<file path="src/rtl/dmem_lsu.sv">
// ---------------------------------------------------------------------------
// dmem_lsu -- load/store initiator for the word-wide synchronous datamemory.
//
// Takes one byte-addressed load or store at a time over a valid/ready
// handshake, converts it to a word access (read-modify-write for byte and
// halfword stores) and returns aligned, extended load data as a one-cycle
// response pulse. Memory is big-endian: byte offset 0 is bits [31:24].
//
// Ports:
//   clk, rst_n        clock (rising edge), asynchronous active-low reset
//   req_valid/ready   request handshake; ready is high only when idle
//   req_we            1 = store, 0 = load
//   req_size          00 byte, 01 half, 10 word, 11 reserved (error)
//   req_signed        sign-extend sub-word loads
//   req_addr          byte address (bits [ADDR_W+1:2] select the word)
//   req_wdata         right-justified store data
//   resp_valid        one-cycle completion pulse
//   resp_rdata        formatted load data, 0 for stores and errors
//   resp_err          misaligned or reserved-size request
//   mem_address       word address to datamemory
//   mem_data_in       write data to datamemory
//   mem_we            write enable to datamemory
//   mem_data_out      read data from datamemory, one cycle after address
// ---------------------------------------------------------------------------
module dmem_lsu #(
   parameter int ADDR_W = 10
) (
   input  logic              clk,
   input  logic              rst_n,
   input  logic              req_valid,
   output logic              req_ready,
   input  logic              req_we,
   input  logic [1:0]        req_size,
   input  logic              req_signed,
   input  logic [31:0]       req_addr,
   input  logic [31:0]       req_wdata,
   output logic              resp_valid,
   output logic [31:0]       resp_rdata,
   output logic              resp_err,
   output logic [ADDR_W-1:0] mem_address,
   output logic [31:0]       mem_data_in,
   output logic              mem_we,
   input  logic [31:0]       mem_data_out
);

   typedef enum logic [2:0] {
      S_IDLE  = 3'd0,
      S_READ  = 3'd1,
      S_WAIT  = 3'd2,
      S_WRITE = 3'd3,
      S_RESP  = 3'd4
   } state_e;

   state_e      state_q;
   logic        we_q;
   logic [1:0]  size_q;
   logic        sign_q;
   logic [1:0]  off_q;
   logic [31:0] wdata_q;
   logic [31:0] word_q;
   logic        err_q;

   logic              req_err_d;
   logic [ADDR_W-1:0] widx_d;
   logic              unused_addr_d;

   // Extract the addressed byte/half from a big-endian word and extend it.
   function automatic logic [31:0] load_format(input logic [31:0] w,
                                               input logic [1:0]  sz,
                                               input logic [1:0]  off,
                                               input logic        sg);
      logic [7:0]  b;
      logic [15:0] h;
      logic [31:0] r;
      case (off)
         2'd0:    b = w[31:24];
         2'd1:    b = w[23:16];
         2'd2:    b = w[15:8];
         default: b = w[7:0];
      endcase
      h = off[1] ? w[15:0] : w[31:16];
      case (sz)
         2'b00:   r = {{24{sg & b[7]}}, b};
         2'b01:   r = {{16{sg & h[15]}}, h};
         default: r = w;
      endcase
      return r;
   endfunction

   // Insert the low byte/half of the store data into the addressed lane.
   function automatic logic [31:0] store_merge(input logic [31:0] w,
                                               input logic [31:0] wd,
                                               input logic [1:0]  sz,
                                               input logic [1:0]  off);
      logic [31:0] r;
      r = w;
      case (sz)
         2'b00: begin
            case (off)
               2'd0:    r[31:24] = wd[7:0];
               2'd1:    r[23:16] = wd[7:0];
               2'd2:    r[15:8]  = wd[7:0];
               default: r[7:0]   = wd[7:0];
            endcase
         end
         2'b01: begin
            if (off[1]) begin
               r[15:0] = wd[15:0];
            end else begin
               r[31:16] = wd[15:0];
            end
         end
         default: r = wd;
      endcase
      return r;
   endfunction

   // Alignment and size checks on the incoming request.
   always_comb begin
      req_err_d = 1'b0;
      case (req_size)
         2'b00:   req_err_d = 1'b0;
         2'b01:   req_err_d = req_addr[0];
         2'b10:   req_err_d = (req_addr[1:0] != 2'b00);
         default: req_err_d = 1'b1;
      endcase
   end

   // Upper address bits are deliberately ignored so addresses alias.
   assign widx_d        = req_addr[ADDR_W+1:2];
   assign unused_addr_d = ^req_addr[31:ADDR_W+2];

   assign req_ready = (state_q == S_IDLE);

   // Control FSM with all memory-side and response outputs registered.
   always_ff @(posedge clk or negedge rst_n) begin
      if (!rst_n) begin
         state_q     <= S_IDLE;
         we_q        <= 1'b0;
         size_q      <= 2'b00;
         sign_q      <= 1'b0;
         off_q       <= 2'b00;
         wdata_q     <= 32'd0;
         word_q      <= 32'd0;
         err_q       <= 1'b0;
         resp_valid  <= 1'b0;
         resp_err    <= 1'b0;
         resp_rdata  <= 32'd0;
         mem_we      <= 1'b0;
         mem_address <= {ADDR_W{1'b0}};
         mem_data_in <= 32'd0;
      end else begin
         // Pulses default low; each state re-asserts what it needs.
         mem_we     <= 1'b0;
         resp_valid <= 1'b0;
         resp_err   <= 1'b0;
         case (state_q)
            S_IDLE: begin
               if (req_valid) begin
                  we_q    <= req_we;
                  size_q  <= req_size;
                  sign_q  <= req_signed;
                  off_q   <= req_addr[1:0];
                  wdata_q <= req_wdata;
                  err_q   <= req_err_d;
                  if (req_err_d) begin
                     state_q <= S_RESP;
                  end else if (req_we && (req_size == 2'b10)) begin
                     // Full-word store needs no read.
                     mem_address <= widx_d;
                     mem_data_in <= req_wdata;
                     mem_we      <= 1'b1;
                     state_q     <= S_WRITE;
                  end else begin
                     mem_address <= widx_d;
                     state_q     <= S_READ;
                  end
               end else begin
                  state_q <= S_IDLE;
               end
            end
            S_READ: begin
               state_q <= S_WAIT;
            end
            S_WAIT: begin
               word_q <= mem_data_out;
               if (we_q) begin
                  mem_data_in <= store_merge(mem_data_out, wdata_q, size_q, off_q);
                  mem_we      <= 1'b1;
                  state_q     <= S_WRITE;
               end else begin
                  state_q <= S_RESP;
               end
            end
            S_WRITE: begin
               state_q <= S_RESP;
            end
            S_RESP: begin
               resp_valid <= 1'b1;
               resp_err   <= err_q;
               resp_rdata <= (err_q || we_q) ? 32'd0
                                             : load_format(word_q, size_q, off_q, sign_q);
               state_q    <= S_IDLE;
            end
            default: begin
               state_q <= S_IDLE;
            end
         endcase
      end
   end

endmodule

</file>
<file path="config.mk">
export PLATFORM = sky130hd
export DESIGN_NAME = dmem_lsu
export DESIGN_NICKNAME = d
export VERILOG_FILES = /design/src/rtl/dmem_lsu.sv
export SDC_FILE = /design/constraint.sdc
export NUM_CORES = 1
export LEC_CHECK = 0
export BUFFER_PORTS_ARGS = -buffer_cell sky130_fd_sc_hd__clkbuf_2
export CORE_UTILIZATION = 48
export CTS_CLUSTER_DIAMETER = 30
export DETAILED_ROUTE_END_ITERATION = 6
export PLACE_DENSITY_LB_ADDON = 0.2
export SLEW_MARGIN = 40
export SYNTH_ARGS = -nofsm -noshare
export SYNTH_HDL_FRONTEND = slang
export SYNTH_SLANG_ARGS = --single-unit
</file>
<file path="constraint.sdc">
create_clock -name clk -period 2 [get_ports clk]
set_input_delay 0.2 -clock clk [delete_from_list [all_inputs] [get_ports clk]]
set_output_delay 0.2 -clock clk [all_outputs]
set_load 0.05 [all_outputs]
</file>
# Word level (Yosys, flattened, before mapping)

Index checks and enable logic that the tools add are counted.

Reductions and logical operators: 12
Equality and inequality tests: 13
Mux-type cells: 30
Bitwise gates (word level): 3

Operators by type and width:

| kind                 | number |
|---|---|
| $pmux W32 S2         | 3 |
| $mux W32             | 5 |
| $mux W16             | 3 |
| $mux W8              | 5 |
| $pmux W8 S3          | 1 |
| $pmux W3 S4          | 1 |
| $mux W3              | 3 |
| $eq A2 B1 Y1 const B | 3 |
| $eq A3 B2 Y1 const B | 2 |
| $logic_not A2 Y1     | 3 |
| $mux W1              | 6 |
| $ne A2 B2 Y1 const B | 3 |
| $reduce_and A5 Y1    | 1 |
| $eq A2 B2 Y1 const B | 2 |
| $reduce_bool A2 Y1   | 2 |
| $eq A3 B1 Y1 const B | 1 |
| $eq A3 B3 Y1 const B | 1 |
| $logic_not A3 Y1     | 1 |
| $pmux W1 S3          | 1 |
| $reduce_and A3 Y1    | 1 |
| $reduce_or A3 Y1     | 1 |
| $and A1 B1 Y1        | 2 |
| $mux W2              | 1 |
| $ne A2 B1 Y1 const B | 1 |
| other kinds (5)      | 5 |

Output and inout bits: 78
Register bits: 151
Logic and storage cells: 72

# Depth between registers and ports, before layout

Depth in word-level cells: 6
Mapped depth: 8

# Least setup slack after synthesis

Ideal clock, no wire load.

Kind: register to register
Start: register state_q[1]
End: register resp_rdata[21]
Buffers on the path: 4
Data arrival time: 2044 ps
Cell stages (with the launch flop): 9
Setup slack: -110 ps
Clock period less this slack: 2110 ps
Cell sequence: dfrtp_1 > buf_6 > or3b_1 > buf_2 > or3_1 > buf_2 > a2111oi_4 > buf_6 > a221o_2

Cells in the longest elaborated chain, start to end: 1

Ends and longest elaborated chain:

| what                   | line | RTL |
|---|---|---|
| start, declared        | 54   | `state_e state_q;` |
| start signal, assigned | 138  | `state_q <= S_IDLE;` |
| start signal, assigned | 167  | `state_q <= S_RESP;` |
| start signal, assigned | 173  | `state_q <= S_WRITE;` |
| $eq A3 B3 Y1           | 157  | `case (state_q)` |
| end signal, assigned   | 201  | `resp_rdata <= (err_q \|\| we_q) ? 32'd0` |
| end, declared          | 38   | `output logic [31:0] resp_rdata,` |

No other way between the ends.
A chain may end at the register's enable or synchronous reset.

# Worst setup path after layout

Start: register size_q[0]
End: register mem_data_in[19]

Cells in the longest elaborated chain, start to end: 4

Ends and longest elaborated chain:

| what                                             | line | RTL |
|---|---|---|
| start, declared                                  | 56   | `logic [1:0] size_q;` |
| start signal, assigned                           | 161  | `size_q <= req_size;` |
| $eq A2 B1 Y1 or $logic_not A2 Y1 (tied branches) | 97   | `case (sz)` |
| $pmux W32 S2 *                                   | 97   |  |
| $mux W32 *                                       | 187  | `if (we_q) begin` |
| $pmux W32 S2 *                                   | 157  |  |
| end signal, assigned                             | 171  | `mem_data_in <= req_wdata;` |
| end signal, assigned                             | 188  | `mem_data_in <= store_merge(mem_data_out, wdata_q, size_q, off_q);` |
| end, declared                                    | 41   | `output logic [31:0] mem_data_in,` |

Mark *: on every way between the ends. The rest lies on a longest branch, timed or not. The select of a mux whose other input is x is not followed.

==> reports/qor.txt <==
status -> complete, but fails checks
failing checks -> DRC
Placed Instance Area -> 8440 um^2
PortBufs -> 160
power share of the clock group -> 20.5%
combinational power share -> 46.6%
Synth area leader -> dfrtp_1
DR pass1 iterations -> 7
Synth top area share -> 51.7%
antenna violations before repair -> 0
H-tree depth -> 4
total of max-cap violations -> 0
Routed Antenna Nets -> 0
Total Power Consumption -> 0.0168 W
Hold Crit Class -> in -> reg
Worst EP arrival -> 2.21 ns
Yosys warnings -> 0
Switching Fraction -> 45.3%
WL final -> 21100 um
Total Routing Usage GR -> 28.0%
Hold Crit Start -> mem_data_out[16]
Hold Fails Final Rpt -> 0
final antenna diode count -> 0
Final Non-Filler Cells -> 1123
FP Rows -> 44
Layout area overhead -> 26.5%
Post-Place Cells -> 1078
pwr dens -> 1820 nW/um^2
DR DRC count -> 13
Worst Clk Skew -> 0.00598 ns
CTS tree -> done
Setup CP Type -> reg -> reg
register bit total from synthesis -> 151
vias per cell -> 5.83
initial core utilization -> 49.7%
via count -> 6548
minimum clock period -> 1.92 ns
period utilisation layout -> 95.8%
RSZ-0062 raised after global routing -> yes
Peak Freq -> 522 MHz
Slew headroom -> 46.4%
VDD IR max -> 1040 uV
reg2reg path depth -> 5
Worst Max-Slew Pin Slew -> 0.801 ns
Worst path max stage delay -> 0.55 ns
CP Data Required Time -> 2.29 ns
Core Box Area -> 14700 um^2
Max Slew Vio Count -> 0
flop-to-flop setup slack -> 0.08 ns
clock transition at the registers of the reported paths -> 0.06 ns
internal power of the cells -> 0.00918 W
first-pass GRT wire length -> 33800 um
CP cell instances -> o21bai_1 -> buf_4 -> a221oi_1 -> a22oi_1 -> o21ai_0
Worst Hold Depth -> 3
gate count of the mapped netlist -> 759
TritonCTS Buffers -> 17
Layout Utilization -> 62.9%
Setup Buffers After CTS -> 0
Sink Count -> 151
synthesized area per cell -> 9.63 um^2
Max Root-Sink Buffers -> 2
WP buf/inv -> 1
Area contributors post-synth -> dfrtp_1, nand2_1, mux2_2, o21ai_0, clkbuf_1
die area -> 15700 um^2
RePlAce Congestion -> 0.867
Final Cell Area -> 9250 um^2
vias in the first global route -> 6297
worst skew pair latency -> 0.43 ns
share of post-route cells with drive strength above 1 -> 32.1%
CTS root buffer -> clkbuf_16
critical path fanouts, max -> 11
Initial DRC Count -> 694
delay-heaviest family, CP -> compound AO/OA/AOI/OAI gates
Post-Syn Nets -> 862
Ports -> 181
register area share after synthesis -> 51.7%
number of flops mapped to enable cells by yosys -> 0
CP Depth -> 5
routed len/inst -> 18.8 um
ys flop type -> dfrtp_1
die width -> 125 um
Flop pwr share -> 33.0%
largest net degree at the start of global routing -> 59
DP HPWL -> 15100 um
final setup fails -> 0
nets -> 1030
FF-to-FF Start -> size_q[0]$_DFFE_PN0P_
Die Ht -> 125 um
Crit. End Element -> register
grt total ovfl -> 0
post-synth cell types -> 42
Post-Syn Area -> 7310 um^2
Async S/R FF share, synth -> 100%
crit path launch type -> register
Pleak -> 4.44 nW
sw power -> 0.00761 W
slowest CP cell -> o21bai_1
Reg2Reg Capture Point -> mem_data_in[19]$_DFFE_PN0P_
Hold Path End -> word_q[16]$_DFFE_PN0N_
-- cells in the mapped netlist, types with 2 or more instances --
cell type and number:
buf_1 2, nor2_1 29, o21a_1 6, mux2_2 54, a22o_1 6, nand2_1 183, clkbuf_1 50, a21oi_1 23
a221oi_1 20, a221o_1 8, buf_2 5, nor3_1 9, o21ai_0 95, a22oi_1 8, o211ai_1 10, o21ai_1 3
o31ai_1 6, or3_1 16, a221o_2 10, dfrtp_1 151, nand2b_1 5, inv_1 15, a32oi_1 7, a21o_1 2
nor2b_1 6, buf_6 2, a211oi_1 3, mux2i_1 11
-- worst max-delay path by stage --
stage	endpoint	from	slack, ns
3_3_place_gp	resp_rdata[31]$_DFFE_PN0P_	state_q[1]$_DFF_PN0_	0.12
6_report	mem_data_in[19]$_DFFE_PN0P_	size_q[0]$_DFFE_PN0P_	0.08
4_1_cts	resp_rdata[14]$_DFFE_PN0P_	state_q[1]$_DFF_PN0_	0.04
5_1_grt	mem_data_in[6]$_DFFE_PN0P_	off_q[1]$_DFFE_PN0P_	-0.01
3_5_place_dp	resp_rdata[31]$_DFFE_PN0P_	state_q[1]$_DFF_PN0_	0.07
2_1_floorplan	resp_rdata[21]$_DFFE_PN0P_	state_q[1]$_DFF_PN0_	-0.11
-- layer usage --
| layer | up-vias | GRT usage [%] | wire length [um] |
|---|---|---|---|
| met5 | - | 0 | 0 |
| met4 | 0 | 11.5 | 604 |
| met3 | 49 | 5.22 | 1360 |
| met2 | 275 | 43.7 | 9840 |
| met1 | 3201 | 38.4 | 9280 |
| li1 | 3023 | - | - |
-- power by group through the flow --
stage / Combinational (W) / Clock, W / Sequential [W]
2_1_floorplan: 0.00387 / 0 / 0.00707
3_3_place_gp: 0.00753 / 0 / 0.00546
3_5_place_dp: 0.00769 / 0 / 0.00553
4_1_cts: 0.00776 / 0.00346 / 0.00549
5_1_grt: 0.00843 / 0.00361 / 0.00569
6_report: 0.00782 / 0.00344 / 0.00553
-- through the flow --
stage                     worst slack [ns]  hold slack, ns  TNS [ns]
after global placement               0.121           0.205         0
after CTS                           0.0355        0.000646         0
after detailed placement            0.0696           0.210         0
final                               0.0841         0.00814         0
after floorplan                     -0.110         -0.0956     -1.10
after global routing               -0.0133         0.00258   -0.0158
-- what timing repair did --
action | 4_1_cts | 5_1_grt
resized for setup | 0 | 9
hold buffers | 14 | 0
hold endpoints to repair | 67 | 0
endpoints found under the setup margin | 0 | 27
-- kinds of logic after synthesis --
family          after synthesis  synth area share (%)
compound gates              212                  19.3
mux                          66                  10.1
flops                       151                  51.7
buf+inv                      75                  4.19
simple gates                255                  14.7
-- cell type report --
type | count | area (um^2)
Clock buffer | 23 | 488
Clock inverter | 8 | 144
Inverter | 15 | 56.3
Fill cell | 1230 | 5450
Sequential cell | 151 | 3780
Tap cell | 184 | 230
Multi-Input combinational cell | 533 | 3270
Timing Repair Buffer | 209 | 1270
-- layout by cell type (no fill, tap or decap), drive strengths merged, types with 16 or more instances in the layout --
| master | instances |
|---|---|
| a21oi | 23 |
| a221o | 18 |
| a221oi | 20 |
| buf | 36 |
| clkbuf | 182 |
| dfrtp | 151 |
| mux2 | 54 |
| nand2 | 183 |
| nor2 | 30 |
| o21ai | 98 |
| or3 | 16 |
-- flip-flops by register name (all words and copies together) (netlist names) --
name         flops
err_q            1
mem_address     10
mem_data_in     32
mem_we           1
off_q            2
resp_err         1
resp_rdata      32
resp_valid       1
sign_q           1
size_q           2
state_q          3
wdata_q         32
we_q             1
word_q          32
-- worst min-delay path, delay by kind of cell --
family	cells	cell delay (ns)
buf+inv	1	0.10
simple gates	2	0.10
Note: power is estimated with default switching activity, not from simulation.
